===== config.mk =====
export PLATFORM = sky130hd
export DESIGN_NAME = axi4_lite_fanin_wr
export DESIGN_NICKNAME = d
export VERILOG_FILES = /design/src/rtl/axi4_lite_fanin_pkg.sv /design/src/rtl/axi4_lite_tag_fifo.sv /design/src/rtl/axi4_lite_fanin_wr.sv
export SDC_FILE = /design/constraint.sdc
export NUM_CORES = 1
export LEC_CHECK = 0
export ABC_AREA = 1
export BUFFER_PORTS_ARGS = -buffer_cell sky130_fd_sc_hd__buf_2
export CAP_MARGIN = 10
export CORE_UTILIZATION = 39
export CTS_CLUSTER_DIAMETER = 40
export DETAILED_ROUTE_END_ITERATION = 10
export PLACE_DENSITY = 0.74
export SLEW_MARGIN = 25
export SYNTH_ARGS = -nofsm -noshare
export SYNTH_HDL_FRONTEND = slang
export SYNTH_SLANG_ARGS = --single-unit
export TNS_END_PERCENT = 100

===== constraint.sdc =====
create_clock -name aclk -period 2.1 [get_ports aclk]
set_clock_uncertainty 0.1 [all_clocks]
set_input_delay 0.105 -clock aclk [delete_from_list [all_inputs] [get_ports aclk]]
set_output_delay 0.105 -clock aclk [all_outputs]
set_load 0.02 [all_outputs]

===== src/rtl/axi4_lite_fanin_pkg.sv =====
// Shared types for the two-port AXI4-Lite write fan-in stage.
package axi4_lite_fanin_pkg;

  typedef enum logic [1:0] {
    StIdle  = 2'b01,
    StIssue = 2'b10
  } fanin_state_e;

  typedef logic tag_t;

  function automatic logic [1:0] tag_onehot(tag_t t);
    return t ? 2'b10 : 2'b01;
  endfunction

endpackage


===== src/rtl/axi4_lite_tag_fifo.sv =====
// First-word fall-through FIFO holding the originating port of each issued write.
module axi4_lite_tag_fifo #(
  parameter int unsigned W = 1,
  parameter int unsigned D = 4
) (
  input  logic                 aclk,
  input  logic                 aresetn,
  input  logic                 push,
  input  logic [W-1:0]         wdata,
  input  logic                 pop,
  output logic [W-1:0]         rdata,
  output logic                 full,
  output logic                 empty,
  output logic [$clog2(D):0]   count
);

  localparam int unsigned PW = $clog2(D);
  localparam logic [PW:0] DepthCnt = (PW + 1)'(D);

  logic [W-1:0]  mem [D];
  logic [PW-1:0] wptr_q, rptr_q;
  logic [PW:0]   count_q;
  logic          do_push, do_pop;

  assign full    = (count_q == DepthCnt);
  assign empty   = (count_q == '0);
  assign count   = count_q;
  assign rdata   = mem[rptr_q];
  assign do_push = push & ~full;
  assign do_pop  = pop & ~empty;

  always_ff @(posedge aclk) begin
    if (do_push) begin
      mem[wptr_q] <= wdata;
    end
  end

  // Depth is a power of two, so the pointers wrap naturally.
  always_ff @(posedge aclk) begin
    if (!aresetn) begin
      wptr_q  <= '0;
      rptr_q  <= '0;
      count_q <= '0;
    end else begin
      if (do_push) wptr_q <= wptr_q + 1'b1;
      if (do_pop)  rptr_q <= rptr_q + 1'b1;
      unique case ({do_push, do_pop})
        2'b10:   count_q <= count_q + 1'b1;
        2'b01:   count_q <= count_q - 1'b1;
        default: count_q <= count_q;
      endcase
    end
  end

endmodule


===== src/rtl/axi4_lite_fanin_wr.sv =====
// Merges two AXI4-Lite write ports into one, one write in flight, B routed back by tag.
module axi4_lite_fanin_wr
  import axi4_lite_fanin_pkg::*;
#(
  parameter int unsigned A = 32,
  parameter int unsigned N = 4,
  parameter int unsigned D = 4
) (
  input  logic                   aclk,
  input  logic                   aresetn,
  // upstream write ports 0 and 1
  input  logic [1:0]             s_awvalid,
  output logic [1:0]             s_awready,
  input  logic [1:0][A-1:0]      s_awaddr,
  input  logic [1:0][2:0]        s_awprot,
  input  logic [1:0]             s_wvalid,
  output logic [1:0]             s_wready,
  input  logic [1:0][8*N-1:0]    s_wdata,
  input  logic [1:0][N-1:0]      s_wstrb,
  output logic [1:0]             s_bvalid,
  input  logic [1:0]             s_bready,
  output logic [1:0][1:0]        s_bresp,
  output logic [1:0]             s_arready,
  output logic [1:0]             s_rvalid,
  // merged downstream write port
  output logic                   m_awvalid,
  input  logic                   m_awready,
  output logic [A-1:0]           m_awaddr,
  output logic [2:0]             m_awprot,
  output logic                   m_wvalid,
  input  logic                   m_wready,
  output logic [8*N-1:0]         m_wdata,
  output logic [N-1:0]           m_wstrb,
  input  logic                   m_bvalid,
  output logic                   m_bready,
  input  logic [1:0]             m_bresp,
  output logic                   m_arvalid,
  output logic                   m_rready,
  output logic [$clog2(D):0]     wr_outstanding
);

  fanin_state_e   state_q;
  logic           aw_done_q, w_done_q;
  tag_t           last_grant_q;
  logic           m_awvalid_q, m_wvalid_q;
  logic [A-1:0]   awaddr_q;
  logic [2:0]     awprot_q;
  logic [8*N-1:0] wdata_q;
  logic [N-1:0]   wstrb_q;

  logic [1:0] cand;
  logic       grant_en;
  tag_t       grant_tag;
  logic [1:0] grant_mask;
  logic       aw_hs, w_hs, aw_fin, w_fin;
  logic       fifo_full, fifo_empty, fifo_pop;
  tag_t       head_tag;
  logic [1:0] b_mask;

  assign s_arready = 2'b00;
  assign s_rvalid  = 2'b00;
  assign m_arvalid = 1'b0;
  assign m_rready  = 1'b0;

  // Arbitration: only ports with both AW and W valid compete.
  assign cand       = s_awvalid & s_wvalid;
  assign grant_en   = aresetn & (state_q == StIdle) & ~fifo_full & (|cand);
  assign grant_tag  = (cand == 2'b11) ? ~last_grant_q : tag_t'(cand[1]);
  assign grant_mask = grant_en ? tag_onehot(grant_tag) : 2'b00;
  assign s_awready  = grant_mask;
  assign s_wready   = grant_mask;

  assign m_awvalid = m_awvalid_q;
  assign m_wvalid  = m_wvalid_q;
  assign m_awaddr  = awaddr_q;
  assign m_awprot  = awprot_q;
  assign m_wdata   = wdata_q;
  assign m_wstrb   = wstrb_q;

  assign aw_hs  = m_awvalid_q & m_awready;
  assign w_hs   = m_wvalid_q & m_wready;
  assign aw_fin = aw_done_q | aw_hs;
  assign w_fin  = w_done_q | w_hs;

  always_ff @(posedge aclk) begin
    if (!aresetn) begin
      state_q      <= StIdle;
      aw_done_q    <= 1'b0;
      w_done_q     <= 1'b0;
      last_grant_q <= 1'b1;
      m_awvalid_q  <= 1'b0;
      m_wvalid_q   <= 1'b0;
      awaddr_q     <= '0;
      awprot_q     <= '0;
      wdata_q      <= '0;
      wstrb_q      <= '0;
    end else begin
      unique case (state_q)
        StIdle: begin
          if (grant_en) begin
            awaddr_q     <= s_awaddr[grant_tag];
            awprot_q     <= s_awprot[grant_tag];
            wdata_q      <= s_wdata[grant_tag];
            wstrb_q      <= s_wstrb[grant_tag];
            m_awvalid_q  <= 1'b1;
            m_wvalid_q   <= 1'b1;
            aw_done_q    <= 1'b0;
            w_done_q     <= 1'b0;
            last_grant_q <= grant_tag;
            state_q      <= StIssue;
          end
        end
        StIssue: begin
          if (aw_hs) begin
            m_awvalid_q <= 1'b0;
            aw_done_q   <= 1'b1;
          end
          if (w_hs) begin
            m_wvalid_q <= 1'b0;
            w_done_q   <= 1'b1;
          end
          if (aw_fin && w_fin) begin
            aw_done_q <= 1'b0;
            w_done_q  <= 1'b0;
            state_q   <= StIdle;
          end
        end
        default: state_q <= StIdle;
      endcase
    end
  end

  // Responses follow issue order; an empty FIFO blocks any stray B.
  assign b_mask   = (aresetn & ~fifo_empty) ? tag_onehot(head_tag) : 2'b00;
  assign s_bvalid = b_mask & {2{m_bvalid}};
  assign s_bresp  = {2{m_bresp}};
  assign m_bready = |(b_mask & s_bready);
  assign fifo_pop = m_bvalid & m_bready;

  axi4_lite_tag_fifo #(
    .W (1),
    .D (D)
  ) u_tag_fifo (
    .aclk    (aclk),
    .aresetn (aresetn),
    .push    (grant_en),
    .wdata   (grant_tag),
    .pop     (fifo_pop),
    .rdata   (head_tag),
    .full    (fifo_full),
    .empty   (fifo_empty),
    .count   (wr_outstanding)
  );

endmodule


Yosys cells after proc, flatten, opt, wreduce, memory -nomap -nowiden
Memory sizes are Yosys's and may differ from the RTL's. A register that Yosys moved wholly into a read port is not among the register bits.
Cells that the tools add are included.
Widths: inputs -> output; s select.
- output and inout bits: 93
- RAM bits: 4
- memories kept: 1
- word-level logic and storage cells: 93
- register bits after elaboration: 85
- equal/unequal tests: 12
- $lt $le $gt $ge: 1
- bitwise gates (word level): 17
- reductions and logical operators: 12
- add/subtract/negate cells: 4
- multiplexer cells: 33
- memories (memory ; depth ; width ; read ports ; clocked after memory_dff ; wr ports ; line ; source):
    u_tag_fifo.mem ; 4 ; 1 ; 1 ; 1 ; 1 ; axi4_lite_tag_fifo.sv:20 ; logic [W-1:0] mem [D];
- operators by type and width (cell ; number):
    $mux 32 ; 4
    $mux 2 ; 8
    $reduce_and 3->1 ; 4
    $mux 1 ; 11
    $and 1x1->1 ; 9
    $mux 4 ; 2
    $ne 2x2->1 const B ; 4
    $pmux 1 s2 ; 4
    $and 2x2->2 ; 3
    $eq 2x2->1 const B ; 3
    $mux 3 ; 2
    $ne 3x3->1 const B ; 2
    $pmux 3 s2 ; 1
    $add 2x1->2 const B ; 2
    $eq 2x1->1 const B ; 2
    $pmux 2 s2 ; 1
    $reduce_and 2->1 ; 2
    $reduce_bool 2->1 ; 2
    $reduce_or 2->1 ; 2
    $add 3x1->3 const B ; 1
    $eq 3x3->1 const B ; 1
    $logic_not 3->1 ; 1
    $not 1->1 ; 3
    $sub 3x1->3 const B ; 1
    other kinds (3) ; 4

Longest topological paths before layout
- depth in word-level cells: 10
- gate-level depth with buffers: 16
- mapped depth without buffers: 16

Hierarchy
A second synthesis with hierarchy kept.
- cells, all modules: 695
- area total of the unflattened synthesis: 4573.1 um^2
- by module, submodules not included (module ; times used ; sequential area each (um^2) ; cells an instance ; area an instance (um^2)):
    axi4_lite_fanin_wr ; 1 ; 1561.5 ; 615 ; 3917.5
    axi4_lite_tag_fifo ; 1 ; 300.3 ; 80 ; 655.6

Worst setup path before layout
OpenSTA, ideal clock, no wires.
- path kind: reg2reg
- from: register u_tag_fifo.count_q[0], in the netlist u_tag_fifo.count[0]
- to: register u_tag_fifo.count_q[2], in the netlist u_tag_fifo.count[2]
- clock period less this slack: 2486 ps
- path buffers: 0
- slack: -386 ps
- library setup time: 122 ps
- data required time: 1878 ps
- cell stages (with the launch flop): 14
- arrival time: 2264 ps
- path through: dfxtp_1 nor2_1 a21oi_1 nand3_1 nand2_1 nand2_1 inv_1 ha_1 inv_1 fa_1 a21oi_1 o21ai_0 o21ai_0 a21oi_1
- word-level cells in the longest chain between the ends: 10
- elaborated cells between the ends (all ways): 19
- ends and longest elaborated chain (what ; line ; source):
    start: declaration ; axi4_lite_tag_fifo.sv:22 ; logic [PW:0] count_q;
    start signal: assignment ; axi4_lite_tag_fifo.sv:48 ; 2'b10: count_q <= count_q + 1'b1;
    start signal: assignment ; axi4_lite_tag_fifo.sv:49 ; 2'b01: count_q <= count_q - 1'b1;
    start signal: assignment ; axi4_lite_tag_fifo.sv:50 ; default: count_q <= count_q;
    $logic_not 3->1 * ; axi4_lite_tag_fifo.sv:26 ; assign empty = (count_q == '0);
    $not 1->1 * ; axi4_lite_fanin_wr.sv:134 ; assign b_mask = (aresetn & ~fifo_empty) ? tag_onehot(head_tag) : 2'b00;
    $and 1x1->1 * ; axi4_lite_fanin_wr.sv:134 ;
    $mux 2 * ; axi4_lite_fanin_wr.sv:134 ;
    $and 2x2->2 * ; axi4_lite_fanin_wr.sv:137 ; assign m_bready = |(b_mask & s_bready);
    $reduce_or 2->1 * ; axi4_lite_fanin_wr.sv:137 ;
    via m_bready ; axi4_lite_fanin_wr.sv:35 ; output logic m_bready,
    $and 1x1->1 * ; axi4_lite_fanin_wr.sv:138 ; assign fifo_pop = m_bvalid & m_bready;
    $and 1x1->1 * ; axi4_lite_tag_fifo.sv:30 ; assign do_pop = pop & ~empty;
    via u_tag_fifo.do_pop ; axi4_lite_tag_fifo.sv:23 ; logic do_push, do_pop;
    $eq 2x1->1 or $eq 2x2->1 (tied branches) ; axi4_lite_tag_fifo.sv:47 ; unique case ({do_push, do_pop})
    $pmux 3 s2 or $reduce_bool 2->1 (tied branches) ; -- ;
Mark *: on every way through the listed nets, which the timed path passes. The rest lies on a longest branch.
A chain may end at the register's enable or synchronous reset.

==> metrics.yaml <==
grt-ovfl-total: 0
worst_setup_path_end_kind: "register"
grt.total_usage_pct: 28.37
final_cells: 1049
worst_pin_slew_ns: 0.8020
vias_per_cell: 5.133
crit_chain: "inv_2, nand2_2, nand2_1, nand2_1, nand2_2, nand3_2, nand2_2, nand2_2, inv_2, ha_4, inv_4, fa_2, buf_4, o21ai_2, o21ai_1, a21oi_1"
crit_buf_inv: 4
portBuffers: 235
clkLatencyLatePin_ns: 0.35
setup_viol: 1
final_common_cell: "nand2_1"
fin_nets: 1072
sw_frac_of_total_pct: 29.07
synth.largest_area_cell: "dfxtp_1"
die_width_um: 102.2
grt_pass1_wl_mm: 22.92
dp.cells: 874
post_synth.cell_area_avg_um2: 7.309
initial_core_util_pct: 40.08
fin_ws_ns: -0.04410
synth_flop_cell: "dfxtp_1"
hold_violations: 0
clockPowerShare_pct: 30.9
grt_start_max_net_pins: 74
final_area_mm2: 0.007112
min_path_type: "in2reg"
synth-edff-count: 4
cp_data_required_time_ns: 2.28
violations: "setup timing"
cp_slowest_cell: "dfxtp_2"
relSlewSlack_pct: 46.53
dieArea_mm2: 0.01045
crit_path_start_kind: "register"
place_congestion: 0.7953
clock_sinks: 91
grt_pass1_vias: 5145
power_frac_seq_pct: 45.0
p_int_uw: 3004
switchingPower_uw: 1231
arrival_ns: 2.33
drt_pass1_iterations: 6
drv_slew: 0
netlist_instances: 536
cts_tree: "yes"
syn_area_mm2: 0.003918
rows: 36
synth.area.top_cells: "dfxtp_1 (44%), nand2_1 (23%), a31oi_1 (11%)"
pin_count: 248
placeableCoreArea_mm2: 0.009774
wl_mm: 16.44
cpMostUsedCell: "nand2_2"
final_cell_mix: "nand2_1 (240), buf_2 (231), dlygate4sd3_1 (143)"
share_comb_of_total_power_pct: 24.1
power.leakage_uw: 0.003225
max_stage_delay_ns: 0.34
powerDensity_mw_per_mm2: 595.5
post_dp_cell_area_mm2: 0.005192
antenna_found_initial: 0
dpl.hpwl_mm: 7.783
detail_route.wl_per_cell_um: 15.67
numCtsBuffers: 9
drt_iter0_markers: 294
crit_fanout: 4
path_clk_slew_ns: 0.09
fmax_ghz: 0.4664
crit_family: "simple AND/OR/NAND/NOR gates"
clock-root-buffer: "clkbuf_8"
synth-seq-cells: 91
final_util_pct: 72.76
synthArstFlopShare_pct: 0
drc: 0
critPathKind: "reg2reg"
synth_cell_types: 22
rsz0062_at_grt: "yes"
place_ws_ns: -0.03525
synth.top_cell.area_share_pct: 44.46
cap_violations: 0
diodes: 0
fin_crit_sh_pct: 102.1
ys_warn_count: 0
vias: 5384
finalSetupTns_ns: -0.04410
ys_seq_area_share_pct: 47.52
clockBufferDepth: 2
htree_levels: 3
fp.dieH_um: 102.2
outcome: "finished, violations left"
synthToLayoutAreaGrowth_pct: 81.54
drive_gt1_share_pct: 32.86
drtAntennaViolNets: 0
period_minus_slack_ns: 2.144
vdd_drop_max_mv: 0.3896
==> cells in the mapped netlist, types with 4 or more instances <==
cell type  number
buf_4          12
dfxtp_1        87
o21ai_0        11
edfxtp_1        4
buf_2          17
nand3_1        10
ha_1            5
nand2_1       245
a31oi_1        71
clkbuf_1       15
a21oi_1        11
inv_1          26
nor2_1         13
==> routing by layer <==
layer  GRT usage (%)  routed length (µm)  vias to the layer above
li1                -                   -                     2484
met1           30.98                6000                     2434
met2           49.46                7987                      384
met3           6.293                1626                       82
met4           18.68                 819                        0
met5               0                   0                        -
==> power groups by stage <==
stage / Clock (µW) / Combinational, µW / Sequential (µW)
floorplan: 0 / 313 / 2040
global placement: 0 / 701 / 1930
finish: 1310 / 1020 / 1910
global route: 1420 / 1090 / 1920
detailed placement: 0 / 714 / 1940
CTS: 1340 / 933 / 1900
==> worst min-delay path: stages <==
cell,delay (ns)
buf_2,0.13
nand3_1,0.08
nand2_1,0.08
nor2_1,0.05
==> flip-flops by register name, indices dropped and copies added, names as in the netlist, named ones only <==
signal,flops
m_awaddr,32
m_wdata,32
m_wstrb,4
u_tag_fifo.mem,4
m_awprot,3
u_tag_fifo.count,3
state_q,2
u_tag_fifo.rptr_q,2
u_tag_fifo.wptr_q,2
aw_done_q,1
last_grant_q,1
m_awvalid,1
m_wvalid,1
w_done_q,1
==> cell type report <==
class / count / area, µm²
clock buffers: 9 / 123.9
clock inverters: 7 / 92.59
fillers: 663 / 2663
inverters: 26 / 100.1
multi-input cells: 380 / 1824
flip-flops and latches: 91 / 1874
well taps: 133 / 166.4
repair buffers: 403 / 2930
==> stage by stage <==
step                power, µW  hold slack [ns]
finish                   4235          0.02957
global route             4423          0.04762
CTS                      4168         0.001062
detailed placement       2649           0.1104
global placement         2633           0.1104
floorplan                2355           0.1625
==> what timing repair did <==
action                                  4_1_cts  5_1_grt
endpoints found under the setup margin        3       10
endpoints found under the hold margin        73        0
cloned                                        1        2
setup buffers                                 6        7
resized for setup                             7       22
hold buffers                                144        0
pin swaps                                     6       13
==> logic make-up after synthesis <==
kind of cell | share of synthesized area [%]
AO/OA/AOI/OAI | 14.50
XOR/XNOR | 0.2236
adder cells (fa/ha/maj) | 2.108
buffers and inverters | 8.400
flip-flops | 47.52
other | 0.09572
AND/OR/NAND/NOR | 27.15
==> final timing paths <==
check	from	endpoint	slack (ns)	cells past startpoint
setup / recovery	register	u_tag_fifo.count[2]	-0.04	16
hold / removal	m_bvalid	u_tag_fifo.rptr_q[0]	0.03	4
setup reg to reg	register	u_tag_fifo.count[2]	-0.04	16
hold reg to reg	u_tag_fifo.count[0]	u_tag_fifo.count[0]	0.38	1
No activity file was read; power rests on OpenSTA's default activity.
